### config.mk
export PLATFORM = sky130hd
export DESIGN_NAME = bin_to_bcd_seq
export DESIGN_NICKNAME = d
export VERILOG_FILES = /design/src/rtl/bin_to_bcd_seq.sv
export SDC_FILE = /design/constraint.sdc
export NUM_CORES = 1
export LEC_CHECK = 0
export ABC_AREA = 1
export BUFFER_PORTS_ARGS = -buffer_cell sky130_fd_sc_hd__buf_4
export CAP_MARGIN = 5
export CORE_MARGIN = 1
export CORE_UTILIZATION = 40
export DETAILED_ROUTE_END_ITERATION = 16
export PLACE_DENSITY_LB_ADDON = 0.1
export RECOVER_POWER = 100
export SLEW_MARGIN = 30
export SYNTH_ARGS = -nofsm -noshare
export SYNTH_HDL_FRONTEND = slang
export SYNTH_SLANG_ARGS = --single-unit
### constraint.sdc
create_clock -name clk -period 2.7 [get_ports clk]
set_clock_uncertainty 0.15 [all_clocks]
set_input_delay 0.27 -clock clk [delete_from_list [all_inputs] [get_ports clk]]
set_output_delay 0.27 -clock clk [all_outputs]
set_load 0.02 [all_outputs]
### src/rtl/bin_to_bcd_seq.sv
// Sequential double-dabble binary-to-BCD converter: one shift/add-3 step per clock.
// Define BCD_BLANK_EN to add per-digit leading-zero blank flags on port blank.
module bin_to_bcd_seq #(
   parameter int WIDTH  = 8,
   parameter int DIGITS = 3
) (
   input  logic                clk,
   input  logic                rst,
   input  logic                start,
   input  logic [WIDTH-1:0]    bin,
   output logic                busy,
   output logic                done,
   output logic [4*DIGITS-1:0] bcd
`ifdef BCD_BLANK_EN
   ,
   output logic [DIGITS-1:0]   blank
`endif
);

   localparam int CW = $clog2(WIDTH + 1);
   localparam int BW = 4 * DIGITS;

   typedef enum logic [0:0] {
      IDLE = 1'b0,
      CONV = 1'b1
   } state_t;

   state_t              state_r, state_s;
   logic [WIDTH-1:0]    shift_r, shift_s;
   logic [BW-1:0]       work_r,  work_s;
   logic [CW-1:0]       cnt_r,   cnt_s;
   logic                busy_r,  busy_s;
   logic                done_r,  done_s;
   logic [BW-1:0]       bcd_r,   bcd_s;
   logic [BW+WIDTH-1:0] step_s;
`ifdef BCD_BLANK_EN
   logic [DIGITS-1:0]   blank_r, blank_s;
`endif

   // Valid digits are 0..9, so a 4-bit add without carry-out is sufficient.
   function automatic logic [BW-1:0] add3_all(input logic [BW-1:0] w);
      logic [BW-1:0] r;
      r = w;
      for (int i = 0; i < DIGITS; i++) begin
         if (w[4*i +: 4] >= 4'd5) begin
            r[4*i +: 4] = w[4*i +: 4] + 4'd3;
         end else begin
            r[4*i +: 4] = w[4*i +: 4];
         end
      end
      return r;
   endfunction

`ifdef BCD_BLANK_EN
   // Digit 0 is never blanked so a zero result still shows a single "0".
   function automatic logic [DIGITS-1:0] blank_of(input logic [BW-1:0] w);
      logic [DIGITS-1:0] b;
      logic              upper_zero;
      b          = {DIGITS{1'b0}};
      upper_zero = 1'b1;
      for (int i = DIGITS - 1; i >= 1; i--) begin
         upper_zero = upper_zero & (w[4*i +: 4] == 4'd0);
         b[i]       = upper_zero;
      end
      return b;
   endfunction
`endif

   // Next-state and datapath step; bcd only moves on the final step.
   always_comb begin
      state_s = state_r;
      shift_s = shift_r;
      work_s  = work_r;
      cnt_s   = cnt_r;
      busy_s  = busy_r;
      done_s  = 1'b0;
      bcd_s   = bcd_r;
`ifdef BCD_BLANK_EN
      blank_s = blank_r;
`endif
      step_s  = {add3_all(work_r), shift_r} << 1'b1;
      case (state_r)
         IDLE: begin
            if (start) begin
               shift_s = bin;
               work_s  = {BW{1'b0}};
               cnt_s   = CW'(WIDTH);
               busy_s  = 1'b1;
               state_s = CONV;
            end else begin
               busy_s  = 1'b0;
            end
         end
         CONV: begin
            work_s  = step_s[BW+WIDTH-1:WIDTH];
            shift_s = step_s[WIDTH-1:0];
            cnt_s   = cnt_r - CW'(1);
            if (cnt_r == CW'(1)) begin
               bcd_s   = step_s[BW+WIDTH-1:WIDTH];
`ifdef BCD_BLANK_EN
               blank_s = blank_of(step_s[BW+WIDTH-1:WIDTH]);
`endif
               done_s  = 1'b1;
               busy_s  = 1'b0;
               state_s = IDLE;
            end else begin
               busy_s  = 1'b1;
            end
         end
         default: begin
            state_s = IDLE;
            busy_s  = 1'b0;
         end
      endcase
   end

   // State and output registers; reset aborts any conversion immediately.
   always_ff @(posedge clk or posedge rst) begin
      if (rst) begin
         state_r <= IDLE;
         shift_r <= {WIDTH{1'b0}};
         work_r  <= {BW{1'b0}};
         cnt_r   <= {CW{1'b0}};
         busy_r  <= 1'b0;
         done_r  <= 1'b0;
         bcd_r   <= {BW{1'b0}};
`ifdef BCD_BLANK_EN
         blank_r <= {DIGITS{1'b0}};
`endif
      end else begin
         state_r <= state_s;
         shift_r <= shift_s;
         work_r  <= work_s;
         cnt_r   <= cnt_s;
         busy_r  <= busy_s;
         done_r  <= done_s;
         bcd_r   <= bcd_s;
`ifdef BCD_BLANK_EN
         blank_r <= blank_s;
`endif
      end
   end

   assign busy = busy_r;
   assign done = done_r;
   assign bcd  = bcd_r;
`ifdef BCD_BLANK_EN
   assign blank = blank_r;
`endif

endmodule

## Yosys cells after proc, flatten, opt, wreduce, memory -nomap -nowiden

Index checks and enable logic that the tools add are counted.

| operators by class | value |
|---|---|
| add/sub/neg operators | 4 |
| $lt $le $gt $ge | 3 |
| equal/unequal tests | 2 |
| mux-type cells | 14 |
| bitwise gates (word level) | 1 |
| reductions and logical operators | 1 |

Operators by type and width:

| operator | count |
|---|---|
| one-hot mux 12 bit (2 select lines) | 1 |
| one-hot mux 8 bit (2 select lines) | 1 |
| >= comparator 4 x 3 -> 1 bit (second input constant) | 3 |
| two-way mux 12 bit | 1 |
| two-way mux 4 bit | 3 |
| adder 4 x 2 -> 4 bit (second input constant) | 2 |
| two-way mux 8 bit | 1 |
| one-hot mux 4 bit (2 select lines) | 1 |
| equality test 4 x 1 -> 1 bit (second input constant) | 1 |
| two-way mux 1 bit | 4 |
| subtractor 4 x 1 -> 4 bit (second input constant) | 1 |
| adder 3 x 2 -> 3 bit (second input constant) | 1 |
| two-way mux 3 bit | 1 |
| inequality test 2 bit (second input constant) | 1 |
| one-hot mux 1 bit (2 select lines) | 1 |
| AND reduction 2 bit | 1 |
| inverter 1 bit | 1 |

| word-level totals | value |
|---|---|
| register bits after elaboration | 38 |
| output and inout bits | 14 |
| logic and storage cells | 31 |

## Longest topological paths before layout

Gate-level depths: netlist of the first run.

| depth | value |
|---|---|
| word-level depth | 3 |
| depth in mapped cells | 8 |
| mapped depth without buffers | 8 |

## Worst setup path before layout of the first run

OpenSTA, ideal clock, no wires.

| timing path | value |
|---|---|
| kind | reg-to-reg |
| start | register work_r[4] |
| end | register bcd_r[6], in the netlist bcd[6] |
| library setup time | 0.117 ns |
| arrival time | 1.062 ns |
| setup slack | 1.370 ns |
| cell stages (with the launch flop) | 9 |
| path buffers | 0 |
| period minus slack after synthesis | 1.330 ns |
| cell sequence | dfrtp_1 > inv_1 > ha_1 > inv_1 > nand2_1 > nand3_1 > nand2_1 > nand3_1 > nand2_1 |

| between the ends | value |
|---|---|
| longest elaborated chain between the ends | 2 |

Ends and longest elaborated chain:

| what | line | RTL |
|---|---|---|
| from (decl) | 30 | `logic [BW-1:0] work_r, work_s;` |
| from (signal assigned) | 122 | `work_r <= {BW{1'b0}};` |
| from (signal assigned) | 133 | `work_r <= work_s;` |
| adder 4 x 2 -> 4 bit / >= comparator 4 x 3 -> 1 bit (equally long branches) | 46, 45 |  |
| two-way mux 4 bit * | 45 | `if (w[4*i +: 4] >= 4'd5) begin` |
| to (signal assigned) | 126 | `bcd_r <= {BW{1'b0}};` |
| to (signal assigned) | 137 | `bcd_r <= bcd_s;` |
| to (decl) | 34 | `logic [BW-1:0] bcd_r, bcd_s;` |

Every way passes the cells marked *; elsewhere a longest branch is shown, timed or not.
A chain may end at the register's enable or synchronous reset.

## Worst setup path after layout of the first run

| timing path | value |
|---|---|
| start | register busy_r, in the netlist busy |
| end | output port busy |

RTL lines:

| what | line | RTL |
|---|---|---|
| from (decl) | 32 | `logic busy_r, busy_s;` |
| from (signal assigned) | 135 | `busy_r <= busy_s;` |
| to (decl) | 11 | `output logic busy,` |

No word-level cell between the ends.

==> impl_metrics.ini, run 1 <==
[sta]
max_freq_mhz = 490
hold_violations = 0
hold_slack_ns = 0.0440
worstMarginPinSlew_ns = 0.928
setup_viol_count_final = 0
relSlewSlack = 0.381
setup_tns_ns = 0
grt_setup_unrepaired = no
finalCriticalPeriod_ns = 2.04
slew_viol_final = 0
min_period_over_period = 0.755

[clocking]
clk_latency_ns = 0.29
cts_tree = built
cts_made_buffers = 5
hold_buffers = 1
cts_root_buf = clkbuf_8
clock-sinks = 38
worst_setup_hold_path_clk_slew_ns = 0.08
cts_buffer_depth = 2
cts_htree_levels = 2
cts_setup_buffers = 0
postCtsResizedCells = 0

[logic_synthesis]
avgSynthCellArea_sq_um = 8.70
synth_largest_area_cell = dfrtp_1
synth_area_sq_um = 1820
synthMuxAreaShare = 0
synth_fa_ha_area_frac = 0.0550
ys_types = 22
syn_inst = 209
synth_top_family_by_area = simple AND/OR/NAND/NOR gates
syn_nets = 228
synth_area_leaders = dfrtp_1 (52%), nand2_1 (15%), nand3_1 (7.4%), ha_1 (5.5%), inv_1 (3.7%)
synth-warning-count = 0
seq_area_frac_synth = 0.523
synth_simple_gate_area_frac = 0.285
synth.top_cell.area_share = 0.523
synth_compound_area_frac = 0.0646
synthXorXnorAreaFrac = 0.00481
ys_ff_latch = 38

[hold_path]
min_path_type = in -> reg
hold_depth = 3

[run]
maxCapViolCount = 0

[cells_and_area]
final_util = 0.484
area_delta_synth_final_pct = 15.8
stdcell_area_sq_um = 2110
fillers = 432
fin_nets = 258
multiInputGateArea_sq_um = 719
layout_common_cells = nand2_1 (75), dfrtp_1 (38), nand3_1 (28), inv_1 (20), clkbuf_1 (14)
drive_above_1_share = 0.0958
regArea_sq_um = 951
final_common_cell = nand2_1
num_antenna_cells = 0

[global_route]
grt_pass1_wl_microns = 6340
gr-total-overflow = 0
grt_pass1_vias = 1416
met1_usage = 0.228
use_met3 = 0.0349
use_met2 = 0.259
top_usage_layer = met2
grt_max_degree = 39
antenna_found_initial = 0
grt_usage = 0.165

[power_and_ir_drop]
power_switching_uw = 1190
p_int_uw = 1610
p_total_uw = 2800
power.density_nw_per_um2 = 1330
sw_frac_of_total = 0.424
pwr-share-clk = 0.206
ir_worst_vdd_mv = 0.772
power_frac_seq = 0.362
combPwrFrac = 0.432
leakagePower_uw = 0.00108

[placement]
portBuffers = 24
gp_congestion = 0.811
place_hpwl_microns = 2510
dpl_cell_area_sq_um = 2040

[critical_path]
critPathLaunchType = register
cp_data_arrival_time_ns = 1.62
critPathRequiredTime_ns = 2.28
crit_buf_inv = 2
cp.depth = 2
critPathKind = reg -> out
crit_family = buffers and inverters
critPathMaxStageDelay_ns = 0.61
worstPathMaxFanout = 16
r2r.worst_path.cells = 5
worstSetupEndpointType = output pin
cp_cell_sequence = clkbuf_1, buf_4
cpMaxStageDelayCell = clkbuf_1

[floorplanning]
ios = 25
core-area_sq_um = 4350
die_x_microns = 69.4
placementRows = 24
dieArea_sq_um = 4820
die_h_microns = 69.4
initial_core_util = 0.418

[drt]
routedWlPerCell_microns = 12.4
drt.antenna.violating_nets = 0
postRouteWirelength_microns = 3620
drtPass1Iterations = 4
num_vias = 1428
routed_via_density = 4.89
drt_iter0_drc = 93
drc = 0

[status]
run_status = finished clean
Yosys cell counts, drive strengths merged:
library cell and n:
nand2 76, dfrtp 38, nor2 6, nand4 7
nand3 28, xnor2 1, inv 20, o22ai 6
buf 4, o21ai 12, ha 8, a22o 1
clkinv 1, o211ai 1
metrics by stage:
stage | cells | worst slack, ns
3_5_place_dp | 283 | 1.23
6_report | 292 | 0.661
2_1_floorplan | 209 | 1.37
5_1_grt | 292 | 0.535
3_3_place_gp | 283 | 1.23
4_1_cts | 292 | 1.00
state kept, by name (all words and copies together) (netlist names):
signal / count
bcd: 12
busy: 1
cnt_r: 4
done: 1
shift_r: 8
work_r: 12
cell type report:
type	instances	share of cell area
Clock buffer	5	0.0327
Sequential cell	38	0.451
Timing Repair Buffer	27	0.0713
Multi-Input combinational cell	146	0.341
Inverter	21	0.0398
Tap cell	52	0.0309
Clock inverter	3	0.0327
power by group through the flow:
| stage | Sequential, uW | Combinational, uW | Clock, uW |
|---|---|---|---|
| floorplan | 1110 | 870 | 0 |
| global placement | 1030 | 1320 | 0 |
| detailed placement | 1030 | 1330 | 0 |
| CTS | 1020 | 1340 | 595 |
| global route | 1050 | 1400 | 616 |
| finish | 1010 | 1210 | 577 |
cell families (layout without fill, tap and decap cells):
logic type | count (synthesis) | count (layout)
AO/OA/AOI/OAI | 20 | 20
XOR/XNOR | 1 | 1
adder cells (fa/ha/maj) | 8 | 8
buffers and inverters | 25 | 56
flip-flops | 38 | 38
AND/OR/NAND/NOR | 117 | 117
final timing paths:
check,startpoint,endpoint,slack (ns)
setup / recovery,busy,busy,0.66
hold / removal,bin[2],shift_r[2],0.04
setup reg to reg,busy,shift_r[5],0.85
hold reg to reg,bcd[1],bcd[1],0.33
max in group asynchronous,rst,work_r[0],1.15
min in group asynchronous,rst,shift_r[0],0.65
per-layer routing:
layer	part of all wire	vias to the layer above
li1	-	744
met3	0.033	4
met2	0.46	19
met4	0.011	0
met5	0	-
met1	0.50	661
worst register-to-register path, cell delays in order (launching register included):
cell	delay, ns
dfrtp_1	0.45
inv_1	0.24
nand2_1	0.27
inv_1	0.49
nand2_1	0.10
nand3_1	0.09
(Power assumes the default switching activity.)
==> run 2: changes to the inputs <==
==> constraint.sdc (replaced) <==
create_clock -name clk -period 2 [get_ports clk]
set_clock_uncertainty 0.15 [all_clocks]
set_input_delay 0.2 -clock clk [delete_from_list [all_inputs] [get_ports clk]]
set_output_delay 0.2 -clock clk [all_outputs]
set_load 0.02 [all_outputs]
==> run 2 against run 1 <==
Clock power decreased by 14%. Total power rose by 26%. Global-route usage rose by 0.63 points. Critical path depth stayed put. Design area is 1.8% higher.
==> impl_metrics.ini, run 2 (synthesized netlist as in run 1, its figures left out) <==
[floorplanning]
die_h_microns = 69.4
placementRows = 24
initial_core_util = 0.418
dieArea_sq_um = 4820
core-area_sq_um = 4350
ios = 25
die_x_microns = 69.4

[global_route]
grt_max_degree = 39
use_met3 = 0.0567
top_usage_layer = met2
gr-total-overflow = 0
grt_pass1_vias = 1401
grt_pass1_wl_microns = 6350
antenna_found_initial = 0
grt_usage = 0.171
use_met2 = 0.266
met1_usage = 0.223

[sta]
setup_tns_ns = 0
grt_setup_unrepaired = no
relSlewSlack = 0.398
setup_slack_ns = 0.242
finalCriticalPeriod_ns = 1.76
max_freq_mhz = 569
worstMarginPinSlew_ns = 0.904
hold_violations = 0
setup_viol_count_final = 0
slew_viol_final = 0
min_period_over_period = 0.879

[critical_path]
cpMaxStageDelayCell = dfrtp_1
r2r_end = cnt_r[3]
worstSetupEndpointType = output pin
cp_cell_sequence = buf_4, clkbuf_1
critPathMaxStageDelay_ns = 0.62
cp_data_arrival_time_ns = 1.41
r2r-start = busy
crit_family = flip-flops
worstPathMaxFanout = 11
critPathRequiredTime_ns = 1.65
r2r_slack_ns = 0.29
cp.depth = 2
crit_buf_inv = 2
critPathKind = reg -> out
r2r.worst_path.cells = 4
critPathLaunchType = register

[hold_path]
holdPathEnd = cnt_r[2]
hold_depth = 4
min_path_type = in -> reg
min_from = start

[cells_and_area]
fin_nets = 266
layout_common_cells = nand2_1 (74), dfrtp_1 (38), nand3_1 (27), inv_1 (19), clkbuf_1 (16)
area_delta_synth_final_pct = 18.0
final_util = 0.493
num_antenna_cells = 0
stdcell_area_sq_um = 2150
drive_above_1_share = 0.0931
final_common_cell = nand2_1

[clocking]
cts_tree = built
worst_setup_hold_path_clk_slew_ns = 0.07
cts_htree_levels = 2
postCtsResizedCells = 0
cts_buffer_depth = 2
cts_root_buf = clkbuf_8
cts_setup_buffers = 0
clock-sinks = 38
clk_latency_ns = 0.29
cts_made_buffers = 5

[placement]
post-place-ws_ns = 0.416
gp_congestion = 0.786
dpl_cell_area_sq_um = 2040
place_hpwl_microns = 2390
portBuffers = 24

[status]
run_status = finished clean

[drt]
drt_iter0_drc = 133
drt.antenna.violating_nets = 0
num_vias = 1471
drc = 0
drtPass1Iterations = 4
postRouteWirelength_microns = 3630
routedWlPerCell_microns = 12.2
routed_via_density = 4.92

[power_and_ir_drop]
sw_frac_of_total = 0.450
power.density_nw_per_um2 = 1640
ir_worst_vdd_mv = 0.537
combPwrFrac = 0.466
p_total_uw = 3520
p_int_uw = 1940
power_switching_uw = 1590
leakagePower_uw = 0.00109
pwr-share-clk = 0.141
power_frac_seq = 0.393

[run]
maxCapViolCount = 0
-- run 2: worst max-delay path by stage --
| stage | slack, ns | to | startpoint |
|---|---|---|---|
| floorplan | 0.67 | bcd[6] | work_r[4] |
| global placement | 0.48 | cnt_r[3] | busy |
| detailed placement | 0.42 | shift_r[0] | busy |
| CTS | 0.28 | busy | busy |
| global route | 0.13 | cnt_r[3] | busy |
| finish | 0.24 | busy | busy |
-- run 2: tightest hold or removal path, delay by kind of cell --
family | cells | cell delay [ns]
buffers and inverters | 2 | 0.14
AND/OR/NAND/NOR | 1 | 0.12
AO/OA/AOI/OAI | 1 | 0.08
-- run 2: through the flow --
stage | std cells | hold slack (ns)
after floorplan | 209 | 0.183
after global placement | 283 | 0.201
after detailed placement | 283 | 0.204
after CTS | 299 | 0.151
after global routing | 299 | 0.155
final | 299 | 0.150
-- run 2: area by class of cell --
cell class                      instances  area [sq um]
Fill cell                             456          2210
Timing Repair Buffer                   35           230
Sequential cell                        38           951
Clock buffer                            7          76.3
Tap cell                               52          65.1
Multi-Input combinational cell        146           739
Inverter                               21          83.8
-- run 2: power groups by stage --
stage | Sequential, uW | Clock (uW) | Combinational, uW
3_3_place_gp | 1400 | 0 | 1780
3_5_place_dp | 1400 | 0 | 1760
4_1_cts | 1390 | 520 | 1780
6_report | 1390 | 497 | 1640
2_1_floorplan | 1500 | 0 | 1170
5_1_grt | 1440 | 562 | 1880
-- run 2: what timing repair did --
item | 4_1_cts | 5_1_grt
hold endpoints to repair | 46 | 0
endpoints found under the setup margin | 0 | 0
hold buffers | 9 | 0
-- run 2: routing by layer --
metal | routed length [microns] | vias to the layer above
met3 | 153 | 5
li1 | - | 760
met5 | 0 | -
met2 | 1690 | 22
met1 | 1740 | 684
met4 | 44 | 0
==> run 3: changes to the inputs <==
--- a/config.mk
+++ b/config.mk
@@ -13,6 +13,7 @@
 export DETAILED_ROUTE_END_ITERATION = 16
 export PLACE_DENSITY_LB_ADDON = 0.1
 export RECOVER_POWER = 100
+export REMOVE_ABC_BUFFERS = 1
 export SLEW_MARGIN = 30
 export SYNTH_ARGS = -nofsm -noshare
 export SYNTH_HDL_FRONTEND = slang
==> run 3 against run 2 <==
Critical path depth rose by 2. Non-clock buffer count fell by 1. Routed wire length fell by 0.74%. Via count fell by 0.41%. Die area did not move. Critical path type is now reg -> reg.
==> impl_metrics.ini, run 3 (synthesized netlist as in run 1, its figures left out) <==
[sta]
min_period_over_period = 0.813
hold_violations = 0
setup_tns_ns = 0
worstMarginPinSlew_ns = 0.937
max_freq_mhz = 615
slew_viol_final = 0
finalCriticalPeriod_ns = 1.63
setup_viol_count_final = 0
grt_setup_unrepaired = no
relSlewSlack = 0.375

[critical_path]
r2r.worst_path.cells = 4
critPathRequiredTime_ns = 2.05
worstPathMaxFanout = 13
critPathKind = reg -> reg
cp_data_arrival_time_ns = 1.67
worstSetupEndpointType = register
critPathLaunchType = register

[drt]
drt_iter0_drc = 102
routedWlPerCell_microns = 12.1
routed_via_density = 4.90
drc = 0
drt.antenna.violating_nets = 0
drtPass1Iterations = 4
num_vias = 1465
postRouteWirelength_microns = 3610

[floorplanning]
die_x_microns = 69.4
die_h_microns = 69.4
core-area_sq_um = 4350
ios = 25
dieArea_sq_um = 4820
initial_core_util = 0.418
placementRows = 24

[placement]
gp_congestion = 0.795
place_hpwl_microns = 2430
portBuffers = 24

[clocking]
cts_htree_levels = 2
clk_latency_ns = 0.28
cts_buffer_depth = 2
cts_tree = built
postCtsResizedCells = 0
worst_setup_hold_path_clk_slew_ns = 0.08
clock-sinks = 38
cts_root_buf = clkbuf_8
cts_made_buffers = 5

[hold_path]
hold_depth = 2
min_path_type = in -> reg

[power_and_ir_drop]
ir_worst_vdd_mv = 0.665
power.density_nw_per_um2 = 1670
p_total_uw = 3570
leakagePower_uw = 0.00109

[cells_and_area]
layout_common_cells = nand2_1 (75), dfrtp_1 (38), nand3_1 (27), inv_1 (19), clkbuf_1 (14)
fin_nets = 265
drive_above_1_share = 0.105
num_antenna_cells = 0
final_common_cell = nand2_1
area_delta_synth_final_pct = 17.7
fillers = 450

[global_route]
antenna_found_initial = 0
grt_pass1_vias = 1461
grt_usage = 0.168
grt_pass1_wl_microns = 6440
grt_max_degree = 39
gr-total-overflow = 0

[status]
run_status = finished clean

[run]
maxCapViolCount = 0
run 3: worst paths after layout:
path / start / end / slack, ns
setup / recovery: busy / shift_r[7] / 0.37
setup reg to reg: busy / shift_r[7] / 0.37
max in group asynchronous: rst / bcd[2] / 0.50
hold / removal: bin[0] / shift_r[0] / 0.008
min in group asynchronous: rst / shift_r[0] / 0.61
hold reg to reg: work_r[9] / work_r[9] / 0.33
run 3: report_power, final:
| part | internal (uW) | total, uW | switching, uW |
|---|---|---|---|
| Clock | 278 | 537 | 259 |
| Sequential | 1130 | 1350 | 216 |
| Combinational | 574 | 1690 | 1110 |
run 3: critical path: stages, from the launching register on:
cell	delay, ns
dfrtp_1	0.39
clkbuf_2	0.25
nor2_1	0.51
nand2_1	0.14
o211ai_1	0.11
run 3: layout make-up:
type / count / area [sq um] / share of cell area
flip-flops and latches: 38 / 951 / 0.444
multi-input cells: 146 / 732 / 0.342
repair buffers: 34 / 219 / 0.102
clock buffers: 7 / 86.3 / 0.0403
inverters: 21 / 83.8 / 0.0391
well taps: 52 / 65.1 / 0.0304
clock inverters: 1 / 5.00 / 0.00234
run 3: per-stage QoR:
step	cell area (sq um)	cells	setup WS [ns]	util	hold WS (ns)
floorplan	1780	205	0.379	-	0.183
CTS	2210	299	0.507	0.507	0.00672
global placement	2050	284	0.525	0.470	0.207
detailed placement	2050	284	0.522	0.470	0.216
finish	2140	299	0.374	0.492	0.00836
global route	2140	299	0.206	0.492	0.0102
run 3: per-layer routing:
| metal | share of wire | global-route usage |
|---|---|---|
| met5 | 0 | 0 |
| met3 | 0.042 | 0.0378 |
| met1 | 0.48 | 0.218 |
| met4 | 0 | 0.0476 |
| met2 | 0.48 | 0.282 |
run 3: repair_timing:
item                                   in CTS  in global routing
hold buffers                                7                  0
endpoints found under the hold margin      44                  0
setup buffers                               0                  0
